`config.mk`:
```
export PLATFORM = sky130hd
export DESIGN_NAME = steer_pid
export DESIGN_NICKNAME = d
export VERILOG_FILES = /design/src/rtl/steer_pid.sv
export SDC_FILE = /design/constraint.sdc
export NUM_CORES = 1
export LEC_CHECK = 0
export ABC_AREA = 0
export CORE_UTILIZATION = 51
export CTS_CLUSTER_DIAMETER = 60
export DETAILED_ROUTE_END_ITERATION = 8
export PLACE_DENSITY = 0.7
export SETUP_SLACK_MARGIN = 0.15
export SYNTH_ARGS = -nofsm -noshare
export SYNTH_HDL_FRONTEND = slang
export SYNTH_SLANG_ARGS = --single-unit
```
`constraint.sdc`:
```
create_clock -name clk -period 10.2 [get_ports clk]
set_input_delay 1.53 -clock clk [delete_from_list [all_inputs] [get_ports clk]]
set_output_delay 1.53 -clock clk [all_outputs]
set_load 0.01 [all_outputs]
```
`src/rtl/steer_pid.sv`:
```
// PID steering correction plus ramped forward speed, producing clipped left/right motor speeds.
// Two-stage pipeline: stage 1 saturates the error and updates state; stage 2 forms PID and clips.
module steer_pid #(
  parameter logic [3:0]  P_COEFF   = 4'd3,
  parameter logic [3:0]  D_COEFF   = 4'd6,
  parameter int unsigned D_DEPTH   = 4,
  parameter logic [10:0] FRWRD_INC = 11'd16,
  parameter logic [10:0] MAX_FRWRD = 11'd768,
  parameter logic [11:0] MAX_SPD   = 12'd4095
) (
  input  logic        clk,
  input  logic        rst,
  input  logic        go,
  input  logic [15:0] err_opn_lp,
  input  logic        err_vld,
  output logic [11:0] lft_spd,
  output logic [11:0] rght_spd,
  output logic        spd_vld,
  output logic        moving
);

  logic               clr;
  logic signed [9:0]  err_sat;
  logic signed [10:0] d_raw;
  logic signed [7:0]  d_clip;
  logic signed [16:0] integ_sum;
  logic signed [15:0] integ_d;
  logic [11:0]        frwrd_sum;
  logic [10:0]        frwrd_d;

  logic signed [9:0]  hist_q [D_DEPTH];
  logic signed [15:0] integ_q;
  logic [10:0]        frwrd_q;
  logic               s1_vld_q;
  logic signed [9:0]  s1_err_q;
  logic signed [7:0]  s1_dd_q;
  logic [11:0]        lft_q, rght_q;
  logic               spd_vld_q, moving_q;

  logic signed [15:0] p_term, i_term, d_term, pid;
  logic signed [16:0] lsum, rsum;

  assign clr = rst | ~go;

  always_comb begin
    if ($signed(err_opn_lp) > 16'sd511)
      err_sat = 10'sd511;
    else if ($signed(err_opn_lp) < -16'sd512)
      err_sat = -10'sd512;
    else
      err_sat = err_opn_lp[9:0];

    d_raw = $signed({err_sat[9], err_sat}) - $signed({hist_q[D_DEPTH-1][9], hist_q[D_DEPTH-1]});
    if (d_raw > 11'sd127)
      d_clip = 8'sd127;
    else if (d_raw < -11'sd128)
      d_clip = -8'sd128;
    else
      d_clip = d_raw[7:0];

    // Overflow when the two top bits of the 17-bit sum disagree; clamp toward the sign.
    integ_sum = $signed({integ_q[15], integ_q}) + $signed({{7{err_sat[9]}}, err_sat});
    if (integ_sum[16] != integ_sum[15])
      integ_d = integ_sum[16] ? 16'sh8000 : 16'sh7FFF;
    else
      integ_d = integ_sum[15:0];

    frwrd_sum = {1'b0, frwrd_q} + {1'b0, FRWRD_INC};
    frwrd_d   = (frwrd_sum > {1'b0, MAX_FRWRD}) ? MAX_FRWRD : frwrd_sum[10:0];
  end

  always_comb begin
    p_term = $signed({{6{s1_err_q[9]}}, s1_err_q}) * $signed({12'd0, P_COEFF});
    i_term = integ_q >>> 4;
    d_term = $signed({{8{s1_dd_q[7]}}, s1_dd_q}) * $signed({12'd0, D_COEFF});
    pid    = p_term + i_term + d_term;
    lsum   = $signed({6'd0, frwrd_q}) + $signed({pid[15], pid});
    rsum   = $signed({6'd0, frwrd_q}) - $signed({pid[15], pid});
  end

  function automatic logic [11:0] clip_spd(input logic signed [16:0] v);
    if (v < 17'sd0)
      return '0;
    else if (v > $signed({5'd0, MAX_SPD}))
      return MAX_SPD;
    else
      return v[11:0];
  endfunction

  always_ff @(posedge clk) begin
    if (clr) begin
      for (int unsigned k = 0; k < D_DEPTH; k++) hist_q[k] <= '0;
      integ_q   <= '0;
      frwrd_q   <= '0;
      s1_vld_q  <= 1'b0;
      s1_err_q  <= '0;
      s1_dd_q   <= '0;
      lft_q     <= '0;
      rght_q    <= '0;
      spd_vld_q <= 1'b0;
      moving_q  <= 1'b0;
    end else begin
      s1_vld_q  <= err_vld;
      spd_vld_q <= s1_vld_q;
      if (err_vld) begin
        hist_q[0] <= err_sat;
        for (int unsigned k = 1; k < D_DEPTH; k++) hist_q[k] <= hist_q[k-1];
        integ_q  <= integ_d;
        frwrd_q  <= frwrd_d;
        moving_q <= (frwrd_d != '0);
        s1_err_q <= err_sat;
        s1_dd_q  <= d_clip;
      end
      if (s1_vld_q) begin
        lft_q  <= clip_spd(lsum);
        rght_q <= clip_spd(rsum);
      end
    end
  end

  assign lft_spd  = lft_q;
  assign rght_spd = rght_q;
  assign spd_vld  = spd_vld_q;
  assign moving   = moving_q;

endmodule

```
# Word level (Yosys, flattened, before mapping)
# Memories as Yosys holds them, arrays and structs flattened.
# Index checks and enable logic that the tools add are counted.
[totals] reg_bits=72 latchBits=0 ramBits=40 romBits=0 input_bits=20 wordCells=56 n_memories=1
[classes] addsub=7 multipliers=2 div_mod_pow=0 order_cmp=9 n_eq_ne=1 n_shift=0 mux=20 n_bitwise=6 reduce_logical=1
[mem_list] name="hist_q" depth=4 word_bits=10 rd=4 rd_clocked_by_memory_dff=0 write_ports=4 line="31" rtl="logic signed [9:0] hist_q [D_DEPTH];"
[op_table] cell="10-bit two-way mux" count=6
[op_table] cell="12-bit two-way mux" count=4
[op_table] cell="16-bit by 13-bit > comparator with 1-bit output, second input constant" count=2
[op_table] cell="16-bit by 1-bit < comparator with 1-bit output, second input constant" count=2
[op_table] cell="16-bit two-way mux" count=2
[op_table] cell="16-bit by 10-bit adder with 17-bit output" count=1
[op_table] cell="12-bit by 15-bit adder with 16-bit output" count=1
[op_table] cell="16-bit by 10-bit > comparator with 1-bit output, second input constant" count=1
[op_table] cell="16-bit by 10-bit < comparator with 1-bit output, second input constant" count=1
[op_table] cell="8-bit two-way mux" count=2
[op_table] cell="12-bit by 15-bit subtractor with 16-bit output" count=1
[op_table] cell="14-bit by 12-bit adder with 15-bit output" count=1
[op_table] cell="13-bit by 12-bit adder with 14-bit output" count=1
[op_table] cell="10-bit by 3-bit multiplier with 13-bit output, second input constant" count=1
[op_table] cell="11-bit by 5-bit adder with 12-bit output, second input constant" count=1
[op_table] cell="12-bit by 10-bit > comparator with 1-bit output, second input constant" count=1
[op_table] cell="11-bit by 8-bit > comparator with 1-bit output, second input constant" count=1
[op_table] cell="11-bit by 8-bit < comparator with 1-bit output, second input constant" count=1
[op_table] cell="8-bit by 3-bit multiplier with 11-bit output, second input constant" count=1
[op_table] cell="11-bit two-way mux" count=1
[op_table] cell="11-bit nonzero test" count=1
[op_table] cell="10-bit by 10-bit subtractor with 11-bit output" count=1
[op_table] cell="1-bit two-way mux" count=5
[op_table] cell="1-bit bitwise OR" count=5
[op_table] cell="2 further kinds" count=2

# Depth between registers and ports, before layout
# Gate-level depths: netlist (run 1).
[depth] word_depth=7 depth_mapped=26 mapped_depth_nobuf=25

# Worst setup path before layout (run 1)
# No wires, ideal clock.
[synth_timing] path_kind="register -> register" from="reg s1_dd_q[2]" to="reg rght_q[7], in the netlist rght_spd[7]" arrival_ns=4.995 required_time_ns=10.078 slack_ns=5.083 stages_incl_launch_ff=23 n_path_buf=2 path_cell_list="dfxtp_1 -> ha_1 -> ha_1 -> a21o_1 -> a21oi_1 -> o21bai_1 -> a21oi_1 -> xor2_1 -> fa_1 -> inv_1 -> ha_1 -> a21o_1 -> o41ai_2 -> xnor2_1 -> ha_1 -> clkbuf_1 -> or2_2 -> o22ai_1 -> o311ai_0 -> mux2i_1 -> a211oi_2 -> buf_6 -> a221o_1"
[synth_between] elab_chain_cells=6 elab_cells_between_ends=7 cone_classes="add/sub (2); mul (1); order compare (2); mux (2)"
[synth_rtl] element="start: declaration" line="36" rtl="logic signed [7:0] s1_dd_q;"
[synth_rtl] element="start signal: assignment" line="112" rtl="s1_dd_q <= d_clip;"
[synth_rtl] element="8-bit by 3-bit multiplier with 11-bit output (*)" line="75" rtl="d_term = $signed({{8{s1_dd_q[7]}}, s1_dd_q}) * $signed({12'd0, D_COEFF});"
[synth_rtl] element="14-bit by 12-bit adder with 15-bit output (*)" line="76" rtl="pid = p_term + i_term + d_term;"
[synth_rtl] element="12-bit by 15-bit subtractor with 16-bit output (*)" line="78" rtl="rsum = $signed({6'd0, frwrd_q}) - $signed({pid[15], pid});"
[synth_rtl] element="16-bit by 13-bit > comparator with 1-bit output" line="84" rtl="else if (v > $signed({5'd0, MAX_SPD}))"
[synth_rtl] element="12-bit two-way mux" line="84"
[synth_rtl] element="12-bit two-way mux (*)" line="82" rtl="if (v < 17'sd0)"
[synth_rtl] element="end signal: assignment" line="116" rtl="rght_q <= clip_spd(rsum);"
[synth_rtl] element="end: declaration" line="37" rtl="logic [11:0] lft_q, rght_q;"
# Mark *: on every way between the ends. The rest lies on a longest branch, timed or not.
# A chain may end at the register's enable or synchronous reset.

# Worst setup path in the final report (run 1)
# Same ends and word-level chain as after synthesis.

==> results.md, run 1 <==
Outcome:
- The flow ran to the end, and the final reports show no timing, DRC or antenna violations.

STA:
- The actual slew at the worst max-slew pin is 878 ps.
- After layout, the worst path uses 55.6% of the clock period.
- Setup repair after global routing left no endpoint under its margin.
- Derived from the worst setup path, the maximum achievable clock frequency is 0.176 GHz.
- Adding up every negative setup slack in the final design gives 0 ps.
- The tightest hold path in the finished design has a slack of 463 ps.
- The tightest slew margin relative to the limit is 41.4%.
- The hold violation count in the final report is 0.
- For the finished layout, the period the worst path requires is 5670 ps.
- The number of pins with negative max-slew slack in the final report came to 0.
- Setup violations remaining at the end of the flow were counted as 0.
- Between clock sinks in the finished design, the worst skew comes to 14.6 ps.

Global route:
- Global routing consumed, over all layers together, 22.2% of the routing resources.
- The largest net degree at the start of global routing is 42.
- The number of antenna violations at the first check in global routing was 0.
- The global-route wire length before repair is 28600 um.
- The number of global-route vias before repair is 5737.
- Global routing finished with a remaining overflow of 0.

Floorplan:
- The initial utilization of the core area, before any placement, comes to a little over half.
- The floorplan has 45 rows.
- Measured along the y axis, the die boundary spans approximately 130 um.
- The area of the placeable core is ~15000 sq um.
- The full die area is 16400 sq um.
- The die is roughly 130 um wide.
- For this design the top-level I/O count stands at 46.

Worst hold path:
- The worst hold path belongs to the class reg2reg.
- The source of the worst hold timing path is integ_q[2].

Placed design:
- The final weighted congestion in routability-driven placement is 0.860.
- During placement, the flow inserted port buffers numbering 45.
- Summed over all nets, the half-perimeter wirelength after detailed placement is ~14000 um.
- The post-placement cell area is 8730 sq um.

CTS:
- No sink is reached through more buffers than the 2 on the longest clock path.
- Clock-pin slew was measured on the worst setup and hold paths at 80 ps.
- The clock net in this run drives a total of 112 sinks.
- In this run, post-CTS hold repair placed 0 buffers.
- The post-CTS setup-driven buffer insertion count is 0.
- Buffers inserted during clock tree synthesis total 9.
- The later-pin clock latency in the skew report is between 300 and 400 ps.
- In this run the number of H-tree levels came out at 3.
- The TritonCTS clock tree is built.
- The number of gates resized after cts is 0.
- The cell sitting at the root of the clock tree is a sky130_fd_sc_hd__clkbuf_16.

Route:
- For this block, the routed nets add up to 17300 um of wire.
- The number of DRC violations after detailed routing is 0.
- The post-detailed-route via-to-cell ratio is 5.63.
- The average routed wire per standard cell is about 16 um.
- The number of antenna-violating nets in the routed design is 0.
- The detailed-route via count is 6195.
- The initial DRC count is 399.
- The detailed-router iteration count before antenna repair is 5.

Layout:
- The proportion of layout cells with a drive suffix above 1 is 4.72%.
- The area growth from synthesis to layout is 11.1%.
- The total non-filler cell area in the finished layout is around 9000 sq um.
- At the end of the flow, the number of nets in the layout was 1021.
- The count of inserted antenna diode cells is 0.
- The top cell types in the final layout, fill and taps aside, are 100 x sky130_fd_sc_hd__inv_1, 91 x sky130_fd_sc_hd__ha_1, 72 x sky130_fd_sc_hd__dfxtp_1.
- The library cell used most frequently in the layout, excluding fill and tap cells, is sky130_fd_sc_hd__inv_1.
- After filler insertion, the fill cell instance count of the layout stands at 1334.

Synth:
- The area fraction of the dominant cell type after synthesis is 17.7%.
- After synthesis the cells add up to just over 8000 sq um.
- In this run, synthesis produced a sequential element count of 112.
- The cell count after synthesis is 856.
- Yosys mapped a number of flops with a built-in enable equal to 40.
- The library cell occupying the most area in the post-synthesis netlist is sky130_fd_sc_hd__dfxtp_1.
- The average cell area after synthesis is 9.49 sq um.
- Ranked by total cell area, the synthesized netlist is headed by sky130_fd_sc_hd__dfxtp_1 18%, sky130_fd_sc_hd__edfxtp_1 15%, sky130_fd_sc_hd__ha_1 14%, sky130_fd_sc_hd__fa_1 6.2%, sky130_fd_sc_hd__a221o_1 4.9%.
- Among all flip-flop cells after synthesis, the most frequent one is sky130_fd_sc_hd__dfxtp_1.
- In the synthesized netlist the async set-or-reset flop fraction comes to 0%.
- The yosys synthesis warning count is 0.
- The total nets after synthesis is between 900 and 1000.
- Yosys mapped the design onto 73 distinct sky130hd cell types.
- The portion of the post-synthesis area used by sequential elements is between 30% and 40%.

Critical path:
- In this run the critical register-to-register path is launched from s1_dd_q[2].
- By startpoint and endpoint, the worst setup path is classified as reg2reg.
- The largest single stage delay on the critical path is 670 ps.
- The critical path capture point type is a register.
- Data on the critical path is required at its endpoint by 10490 ps.
- Broken down by cell family, the worst path's largest delay share belongs to compound AO/OA/AOI/OAI gates.
- For the worst setup path, the data arrival time is 5960 ps.
- The library cell contributing the largest single delay on the critical path is sky130_fd_sc_hd__a211oi_2.
- The register-to-register setup slack is 4530 ps.
- Tracing the worst setup path back leads to its startpoint at s1_dd_q[2].
- The type of element launching the critical path is a register.
- Among the stages of the critical path, the cell type that occurs most often is sky130_fd_sc_hd__ha_1.
- The number of buffer and inverter stages on the critical path is 1.
- The peak fanout along the critical path is 12.
- Traced cell by cell, the critical path runs through ha_1 > ha_1 > a21o_1 > a21oi_1 > o21bai_1 > a21oi_1 > xor2_1 > fa_1 > inv_1 > ha_1 > a21o_1 > o41ai_2 > xnor2_1 > ha_1 > or2_2 > o22ai_1 > o311ai_0 > mux2i_1 > a211oi_2 > a221o_1.

Power and ir drop:
- For this design the ratio of total power to cell area is 135 nW/um^2.
- The maximum vdd ir drop is ~0.00009 V.
- For this design the static power due to leakage is 4.24 nW.

Run:
- Across the run, the number of max-cap violations was 0.
==> layout make-up <==
cell class	count	area [sq um]	share of cell area [%]
sequential	112	2640	29.3
timing repair buffer	50	488	5.41
clock inverter	7	67.6	0.749
inverter	100	375	4.16
clock buffer	9	225	2.50
tap	211	264	2.93
multi-input combinational	612	4960	55.0
==> flip-flops by register name (all words and copies together), names as in the netlist <==
| register | flops |
|---|---|
| s1_dd_q | 8 |
| s1_err_q | 10 |
| moving | 1 |
| frwrd_q | 11 |
| spd_vld | 1 |
| integ_q | 16 |
| rght_spd | 12 |
| hist_q | 40 |
| s1_vld_q | 1 |
| lft_spd | 12 |
==> path summary, 6_finish.rpt <==
| check | end | cells after the start |
|---|---|---|
| max | rght_spd[7] | 20 |
| min | integ_q[2] | 2 |
| max reg2reg | rght_spd[7] | 20 |
| min reg2reg | integ_q[2] | 2 |
==> routing by layer <==
metal	vias to the layer above	GRT usage (%)	share of wire, %
li1	3166	-	-
met1	2866	30.5	48
met2	148	35.7	46
met3	15	4.13	4.3
met4	0	6.23	1.6
met5	-	0	0
==> cell usage after synthesis, types with 3 or more instances <==
library cell                  n
sky130_fd_sc_hd__nand3_1     12
sky130_fd_sc_hd__a21oi_1     35
sky130_fd_sc_hd__nand2b_1    15
sky130_fd_sc_hd__o2111ai_1    4
sky130_fd_sc_hd__clkbuf_1    22
sky130_fd_sc_hd__o21bai_1     6
sky130_fd_sc_hd__ha_1        91
sky130_fd_sc_hd__o211ai_1     4
sky130_fd_sc_hd__a221o_1     40
sky130_fd_sc_hd__o21ai_1      4
sky130_fd_sc_hd__nand4_1      8
sky130_fd_sc_hd__nand2_1     25
sky130_fd_sc_hd__o21a_1       7
sky130_fd_sc_hd__dfxtp_1     72
sky130_fd_sc_hd__o22ai_1      4
sky130_fd_sc_hd__xor2_1      16
sky130_fd_sc_hd__nor4_1       3
sky130_fd_sc_hd__fa_1        25
sky130_fd_sc_hd__o21ai_0     33
sky130_fd_sc_hd__xnor2_1     36
sky130_fd_sc_hd__nor2_1      71
sky130_fd_sc_hd__buf_6        3
sky130_fd_sc_hd__or2_2        4
sky130_fd_sc_hd__edfxtp_1    40
sky130_fd_sc_hd__nor2b_1     15
sky130_fd_sc_hd__a211oi_1     6
sky130_fd_sc_hd__or3_1        5
sky130_fd_sc_hd__nand3b_1     3
sky130_fd_sc_hd__a31oi_1     14
sky130_fd_sc_hd__a21o_1      28
sky130_fd_sc_hd__inv_1      100
sky130_fd_sc_hd__buf_2        7
sky130_fd_sc_hd__and3_1      36
sky130_fd_sc_hd__nor3_1      11
sky130_fd_sc_hd__a22o_1       3
==> kinds of logic after synthesis <==
family,Yosys count,synth area share (%)
AOI/OAI and AO/OA,227,21.5
and+or+nand+nor,216,13.6
buffers and inverters,132,6.48
adders and majority gates,116,20.2
DFF,112,32.5
xor gates and xnor gates,52,5.61
muxes,1,0.123
==> worst register-to-register path: stages, from the launching register on <==
cell	delay, ps
sky130_fd_sc_hd__dfxtp_1	330
sky130_fd_sc_hd__ha_1	320
sky130_fd_sc_hd__ha_1	300
sky130_fd_sc_hd__a21o_1	180
sky130_fd_sc_hd__a21oi_1	220
sky130_fd_sc_hd__o21bai_1	90
sky130_fd_sc_hd__a21oi_1	240
sky130_fd_sc_hd__xor2_1	120
sky130_fd_sc_hd__fa_1	490
sky130_fd_sc_hd__inv_1	40
sky130_fd_sc_hd__ha_1	360
sky130_fd_sc_hd__a21o_1	250
sky130_fd_sc_hd__o41ai_2	320
sky130_fd_sc_hd__xnor2_1	190
sky130_fd_sc_hd__ha_1	370
sky130_fd_sc_hd__or2_2	310
sky130_fd_sc_hd__o22ai_1	250
sky130_fd_sc_hd__o311ai_0	180
sky130_fd_sc_hd__mux2i_1	170
sky130_fd_sc_hd__a211oi_2	670
sky130_fd_sc_hd__a221o_1	200
==> per-stage QoR <==
step	power, mW	setup WS [ps]	util, %	std cells
2_1_floorplan	0.797	5080	-	856
3_3_place_gp	0.874	4500	56.8	1085
3_5_place_dp	0.880	4320	56.8	1085
4_1_cts	1.23	4520	58.7	1101
5_1_grt	1.30	4190	58.7	1101
6_report	1.22	4530	58.7	1101
==> where the power goes <==
part / total, mW / switching (mW) / internal, mW
registers: 0.494 / 0.0132 / 0.481
logic: 0.378 / 0.218 / 0.160
clock network: 0.349 / 0.177 / 0.172
total: 1.22 / 0.408 / 0.813
No activity file was read; power rests on OpenSTA's default activity.
==> inputs of run 2 (changes only) <==
- clock period: 10.2 -> 5.9 ns (I/O delays scaled with it)
==> results.md, run 2 (synthesis results as in run 1) <==
Layout:
- Counting flops per register, the top entry is hist_q.
- The total non-filler cell area in the finished layout is 9150 sq um (+1.4%).
- The library cells used most frequently in the layout, excluding fill and tap cells, are 98 x sky130_fd_sc_hd__inv_1, 88 x sky130_fd_sc_hd__ha_1, 72 x sky130_fd_sc_hd__dfxtp_1.
- The flip-flop count of the largest register, all copies and words added is 40 (unchanged).
- The count of inserted antenna diode cells is 0 (unchanged).
- The proportion of layout cells with a drive suffix above 1 was 6.68% (+2.0 points).
- The library cell used most frequently in the layout, excluding fill and tap cells, is sky130_fd_sc_hd__inv_1.
- The largest registers in the layout are hist_q: 40 flops, integ_q: 16 flops.
- The signed area change from the synthesized netlist to the final layout is 12.6%.
- The post-layout net count is 1029 (+0.78%).

Global route:
- The largest net degree at the start of global routing was 41 (-2.4%).
- The number of global-route vias before repair is 5805 (+1.2%).
- The global-route wire length before repair is 28300 um (-1.1%).
- The number of antenna violations at the first check in global routing is 0 (unchanged).
- The global route total overflow came to 0 (unchanged).
- The global-route total usage across every layer came to 21.9% (-0.33 points).

Route:
- The number of DRC violations after detailed routing is 0 (unchanged).
- The post-detailed-route via-to-cell ratio is 5.69 (+1.1%).
- The routed wire length is 17600 um (+1.8%).
- The detailed-router iteration count before antenna repair is 5 (unchanged).
- The average routed wire per standard cell was 15.9 um (+1.1%).
- The initial DRC count came to 385 (-3.5%).
- The number of antenna-violating nets in the routed design is 0 (unchanged).
- The detailed-route via count came to 6307 (+1.8%).

Run:
- The max-capacitance violation count was 0 (unchanged).

Floorplan:
- The floorplan row count is 45 (unchanged).
- The die width was 128 um (unchanged).
- The full die area is 16400 sq um (unchanged).
- The area of the placeable core was 15400 sq um (unchanged).
- The initial core utilization is 52.9% (unchanged).
- The total I/O pin count is 46 (unchanged).
- The die height is 128 um (unchanged).

Critical path:
- The required time at the worst-slack endpoint is 6210 ps (-4280 ps).
- The delay contributed by the slowest stage of the critical path is 480 ps (-190 ps).
- STA classifies the critical path startpoint as a register.
- The critical path is of the reg2reg type.
- The peak fanout along the critical path was 11 (-1).
- The critical path arrival was 5790 ps (-170 ps).
- The library cell contributing the largest single delay on the critical path is sky130_fd_sc_hd__fa_1.
- The critical path capture point type is a register.

Power and ir drop:
- The power density relative to cell area is 233 nW/um^2 (+72%).
- The maximum vdd ir drop is 0.000152 V (+69%).
- The leakage power figure came to 4.28 nW (+0.82%).
- The total power of the final layout is 2.13 mW (+75%).

STA:
- The highest clock rate was 0.182 GHz (+3.5%).
- The setup slack after layout is 418 ps (-4110 ps).
- The final worst clock skew is 12.1 ps (-2.54 ps).
- The hold violation count in the final report is 0 (unchanged).
- The final period demand of the worst path was 5480 ps (-189 ps).
- The tightest slew margin relative to the limit is 55.1% (+14 points).
- The final critical-path share of the clock period is 92.9% (+37 points).
- The actual slew at the worst max-slew pin is 672 ps (-206 ps).
- The final count of negative-setup-slack endpoints is 0 (unchanged).
- Setup repair after global routing could not meet its margin everywhere.
- The final-layout setup total negative slack came to 0 ps (unchanged).
- The number of pins with negative max-slew slack in the final report was 0 (unchanged).

Worst hold path:
- The path class of the tightest hold or removal check is reg2reg.

CTS:
- The later-pin clock latency in the skew report is 370 ps (about the same).
- The clock sink count is 112 (unchanged).
- The register clock-pin slew on the reported worst setup and hold paths was 80 ps (about the same).
- The H-tree depth was 3 (unchanged).
- TritonCTS built the clock tree.
- The CTS buffer count is 9 (unchanged).
- The buffer levels on the longest clock path is 2 (unchanged).
- The hold buffer count at cts is 0 (unchanged).
- The buffer type at the clock tree root is sky130_fd_sc_hd__clkbuf_16.

Placed design:
- The post-detailed-placement half-perimeter wirelength is 13600 um (+0.27%).
- The port buffer count is 45 (unchanged).
- The post-placement cell area is 8740 sq um (+0.17%).
- The placement-stage worst setup slack is 193 ps (-4130 ps).
- The final weighted congestion in routability-driven placement is 0.843 (-2.0%).

Outcome:
- The run finished with clean final reports.
-- run 2: cell count changes in the layout (fill, tap and decap cells not counted), moves of 2 or more --
cell / delta
sky130_fd_sc_hd__buf_12: +2
sky130_fd_sc_hd__buf_4: +5
sky130_fd_sc_hd__clkinvlp_4: +2
sky130_fd_sc_hd__ha_1: -3
sky130_fd_sc_hd__ha_2: +3
sky130_fd_sc_hd__inv_1: -2
sky130_fd_sc_hd__nor2_1: -2
sky130_fd_sc_hd__nor2_2: +2
-- run 2: worst max-delay path, delay by kind of cell (launching register included) --
family | cells | cell delay, ps
AND/OR/NAND/NOR | 3 | 230
adder cells (fa/ha/maj) | 6 | 2040
buffers and inverters | 6 | 590
XOR/XNOR | 2 | 410
flip-flops | 1 | 340
AO/OA/AOI/OAI | 10 | 1800
-- run 2: repair_timing --
action                                  in CTS  in global routing
hold endpoints to repair                     0                  0
endpoints found under the setup margin       0                 23
setup buffers                                0                  5
gates resized for setup                      0                 14
-- run 2: worst paths after layout --
kind               from      endpoint  slack (ps)  depth (start not counted)
max          s1_dd_q[2]  rght_spd[11]         420                         27
min          integ_q[2]    integ_q[2]         450                          2
min reg2reg  integ_q[2]    integ_q[2]         450                          2
max reg2reg  s1_dd_q[2]  rght_spd[11]         420                         27
-- run 2: power breakdown --
| part | internal [mW] | switching [mW] |
|---|---|---|
| registers | 0.831 | 0.0225 |
| logic | 0.282 | 0.387 |
| clock network | 0.298 | 0.312 |
| total | 1.41 | 0.721 |
-- run 2: area by class of cell --
class	instances	area, sq um
tap	211	264
fill	1337	6220
timing repair buffer	57	566
timing repair inverter	1	7.51
clock inverter	7	62.6
clock buffer	9	225
inverter	100	379
sequential	112	2640
multi-input combinational	612	5000
-- run 2: routing by layer --
metal | routed length, um | track usage, %
met1 | 8360 | 29.2
met2 | 8250 | 36.2
met3 | 676 | 2.59
met4 | 338 | 8.44
met5 | 0 | 0
-- run 2: metrics by stage --
step | std cells | hold WS [ps] | utilization, %
5_1_grt | 1109 | 460 | 59.5
6_report | 1109 | 452 | 59.5
2_1_floorplan | 856 | 427 | -
3_3_place_gp | 1087 | 438 | 56.9
4_1_cts | 1103 | 453 | 58.8
3_5_place_dp | 1087 | 441 | 56.9
==> inputs of run 3 (changes only) <==
==> constraint.sdc (replaced) <==
create_clock -name clk -period 5.9 [get_ports clk]
set_input_delay 1.475 -clock clk [delete_from_list [all_inputs] [get_ports clk]]
set_output_delay 1.475 -clock clk [all_outputs]
set_load 0.01 [all_outputs]
==> results.md, run 3 (synthesis results as in run 1) <==
STA:
- The tightest slew margin relative to the limit is 41.7% (-13 points).
- The tightest hold margin is 451 ps (-0.981 ps).
- The final count of negative-setup-slack endpoints is 0 (unchanged).
- The actual slew at the worst max-slew pin is 873 ps (+201 ps).
- The final-layout setup total negative slack is 0 ps (unchanged).
- The setup slack after layout was 464 ps (+45.7 ps).
- The final critical-path share of the clock period is 92.1% (-0.77 points).
- The number of pins with negative max-slew slack in the final report is 0 (unchanged).
- The highest clock rate is 0.184 GHz (+0.84%).
- Setup repair after global routing could not meet its margin everywhere.
- The final worst clock skew is 7.15 ps (-4.95 ps).
- The hold violation count in the final report is 0 (unchanged).
- The final period demand of the worst path is 5440 ps (-45.7 ps).

Critical path:
- The slowest stage of the critical path belongs to the cell sky130_fd_sc_hd__fa_1.
- The signal on the critical path passes through ha_1 > inv_1 > fa_1 > fa_1 > inv_1 > ha_1 > fa_1 > a21oi_1 > nor2b_1 > nor2_1 > xnor2_1 > ha_2 > o21ai_0 > o21ai_0 > o22ai_1 > o311ai_0 > mux2i_1 > a211oi_4 > buf_12 > a221o_1.
- The critical path arrival is 5670 ps (-120 ps).
- The required time at the worst-slack endpoint is 6140 ps (-70 ps).
- The worst setup path endpoint is rght_spd[7].
- The most common cell type on the critical path is sky130_fd_sc_hd__fa_1.
- The cell depth of the worst flop-to-flop path is 20 (-26%).
- The register-to-register setup slack was 460 ps (+50 ps).
- The most critical setup path has its startpoint at s1_err_q[1].
- The critical register-to-register path startpoint is s1_err_q[1].
- STA classifies the critical path startpoint as a register.
- The worst setup path is captured at a register.
- The delay contributed by the slowest stage of the critical path is 550 ps (+70 ps).
- The peak fanout along the critical path is 11 (unchanged).
- The reg-to-reg critical path endpoint is rght_spd[7].
- The setup path with the least slack is of type reg2reg.

Floorplan:
- The floorplan row count is 45 (unchanged).
- The initial core utilization is 52.9% (unchanged).
- The full die area came to 16400 sq um (unchanged).
- The die width is 128 um (unchanged).
- The area of the placeable core came to 15400 sq um (unchanged).
- The die height was 128 um (unchanged).
- The total I/O pin count is 46 (unchanged).

Layout:
- The register bank with the most flops is hist_q.
- The library cell used most frequently in the layout, excluding fill and tap cells, is sky130_fd_sc_hd__inv_1.
- The count of inserted antenna diode cells is 0 (unchanged).
- The proportion of layout cells with a drive suffix above 1 is 5.38% (-1.3 points).
- The signed area change from the synthesized netlist to the final layout is 11.6%.
- In the final layout, the registers with the most flip-flops are hist_q: 40 flops, integ_q: 16 flops.
- The count of filler cells inserted in the layout is 1332 (-0.37%).
- The flip-flop count of the largest register, all copies and words added is 40 (unchanged).
- The post-layout net count is 1024 (-0.49%).
- In the layout the commonest cells are 100 x sky130_fd_sc_hd__inv_1, 90 x sky130_fd_sc_hd__ha_1, 72 x sky130_fd_sc_hd__dfxtp_1.

Route:
- The number of DRC violations after detailed routing is 0 (unchanged).
- The post-detailed-route via-to-cell ratio is 5.59 (-1.7%).
- The detailed-route via count is 6171 (-2.2%).
- The routed wire length is 17200 um (-2.1%).
- The average routed wire per standard cell is 15.6 um (-1.7%).
- The initial DRC count is 440 (+14%).
- The number of antenna-violating nets in the routed design came to 0 (unchanged).
- The detailed-router iteration count before antenna repair was 4 (-1).

Global route:
- The number of antenna violations at the first check in global routing came to 0 (unchanged).
- The number of global-route vias before repair is 5719 (-1.5%).
- The global-route total usage across every layer is 21.7% (-0.23 points).
- The global-route wire length before repair is 27900 um (-1.3%).
- The largest net degree at the start of global routing came to 42 (+2.4%).
- The global route total overflow was 0 (unchanged).

CTS:
- The CTS buffer count is 9 (unchanged).
- The later-pin clock latency in the skew report is 350 ps (-20 ps).
- The buffer type at the clock tree root is sky130_fd_sc_hd__clkbuf_16.
- The H-tree depth was 3 (unchanged).
- The register clock-pin slew on the reported worst setup and hold paths was 70 ps (about the same).
- The clock sink count is 112 (unchanged).
- The buffer levels on the longest clock path is 2 (unchanged).
- The TritonCTS clock tree is built.
- The hold buffer count at cts is 0 (unchanged).

Power and ir drop:
- The leakage power figure is 4.26 nW (-0.51%).
- The power density relative to cell area is 231 nW/um^2 (-0.76%).
- The maximum vdd ir drop is 0.000179 V (+17%).

Placed design:
- The port buffer count came to 45 (unchanged).
- The final weighted congestion in routability-driven placement is 0.870 (+3.2%).
- The placement-stage worst setup slack is 191 ps (-2.38 ps).
- The post-detailed-placement half-perimeter wirelength is 13400 um (-0.96%).

Worst hold path:
- The path type of the worst min-delay path is reg2reg.
- The source of the worst hold timing path is integ_q[2].

Run:
- The max-capacitance violation count is 0 (unchanged).

Outcome:
- The flow ran to the end, and the final reports show no timing, DRC or antenna violations.
-- run 3: cell count changes in the layout (fill, tap and decap cells not counted), sizes merged --
cell / change
buf: -4
clkbuf: +1
inv: -1
clkinvlp: -1
-- run 3: layout make-up --
| class | count | area (sq um) | area share [%] |
|---|---|---|---|
| multi-input combinational | 612 | 4980 | 54.9 |
| sequential | 112 | 2640 | 29.2 |
| timing repair buffer | 53 | 523 | 5.77 |
| inverter | 100 | 375 | 4.14 |
| tap | 211 | 264 | 2.91 |
| clock buffer | 10 | 229 | 2.53 |
| clock inverter | 6 | 51.3 | 0.566 |
-- run 3: timing repair --
action,4_1_cts,5_1_grt
gates resized for setup,0,6
setup endpoints to repair,0,25
setup buffers,0,1
-- run 3: worst min path at each step --
stage	to	slack, ps	depth (start not counted)
6_report	integ_q[2]	450	2
5_1_grt	integ_q[2]	500	2
4_1_cts	integ_q[2]	460	2
3_5_place_dp	integ_q[2]	440	2
3_3_place_gp	integ_q[2]	440	2
2_1_floorplan	integ_q[2]	430	2
-- run 3: power by group --
group / internal [mW] / total (mW) / switching [mW]
combinational: 0.281 / 0.661 / 0.380
clock: 0.293 / 0.581 / 0.288
sequential: 0.831 / 0.853 / 0.0223
total: 1.40 / 2.09 / 0.690
-- run 3: metal layers --
| metal | vias up | part of all wire, % | track usage [%] |
|---|---|---|---|
| met1 | 2873 | 48 | 28.9 |
| met2 | 105 | 47 | 35.7 |
| met4 | 0 | 2.1 | 7.40 |
| li1 | 3171 | - | - |
| met3 | 22 | 3.0 | 3.30 |
| met5 | - | 0 | 0 |
-- run 3: critical path: cells and delay by family, from the launching register on --
family	cells	cell delay, ps
buf+inv	3	240
compound gates	7	1630
flops	1	330
xor+xnor	1	110
mux	1	380
fa+ha+maj	6	2420
simple gates	2	200
-- run 3: per-stage QoR --
stage,instance area [sq um],power (mW),utilization (%),cells
after floorplan,8120,1.38,-,856
after global placement,8740,1.51,56.9,1087
after detailed placement,8740,1.52,56.9,1087
after CTS,9020,2.10,58.7,1103
after global routing,9060,2.22,59.0,1104
final,9060,2.09,59.0,1104
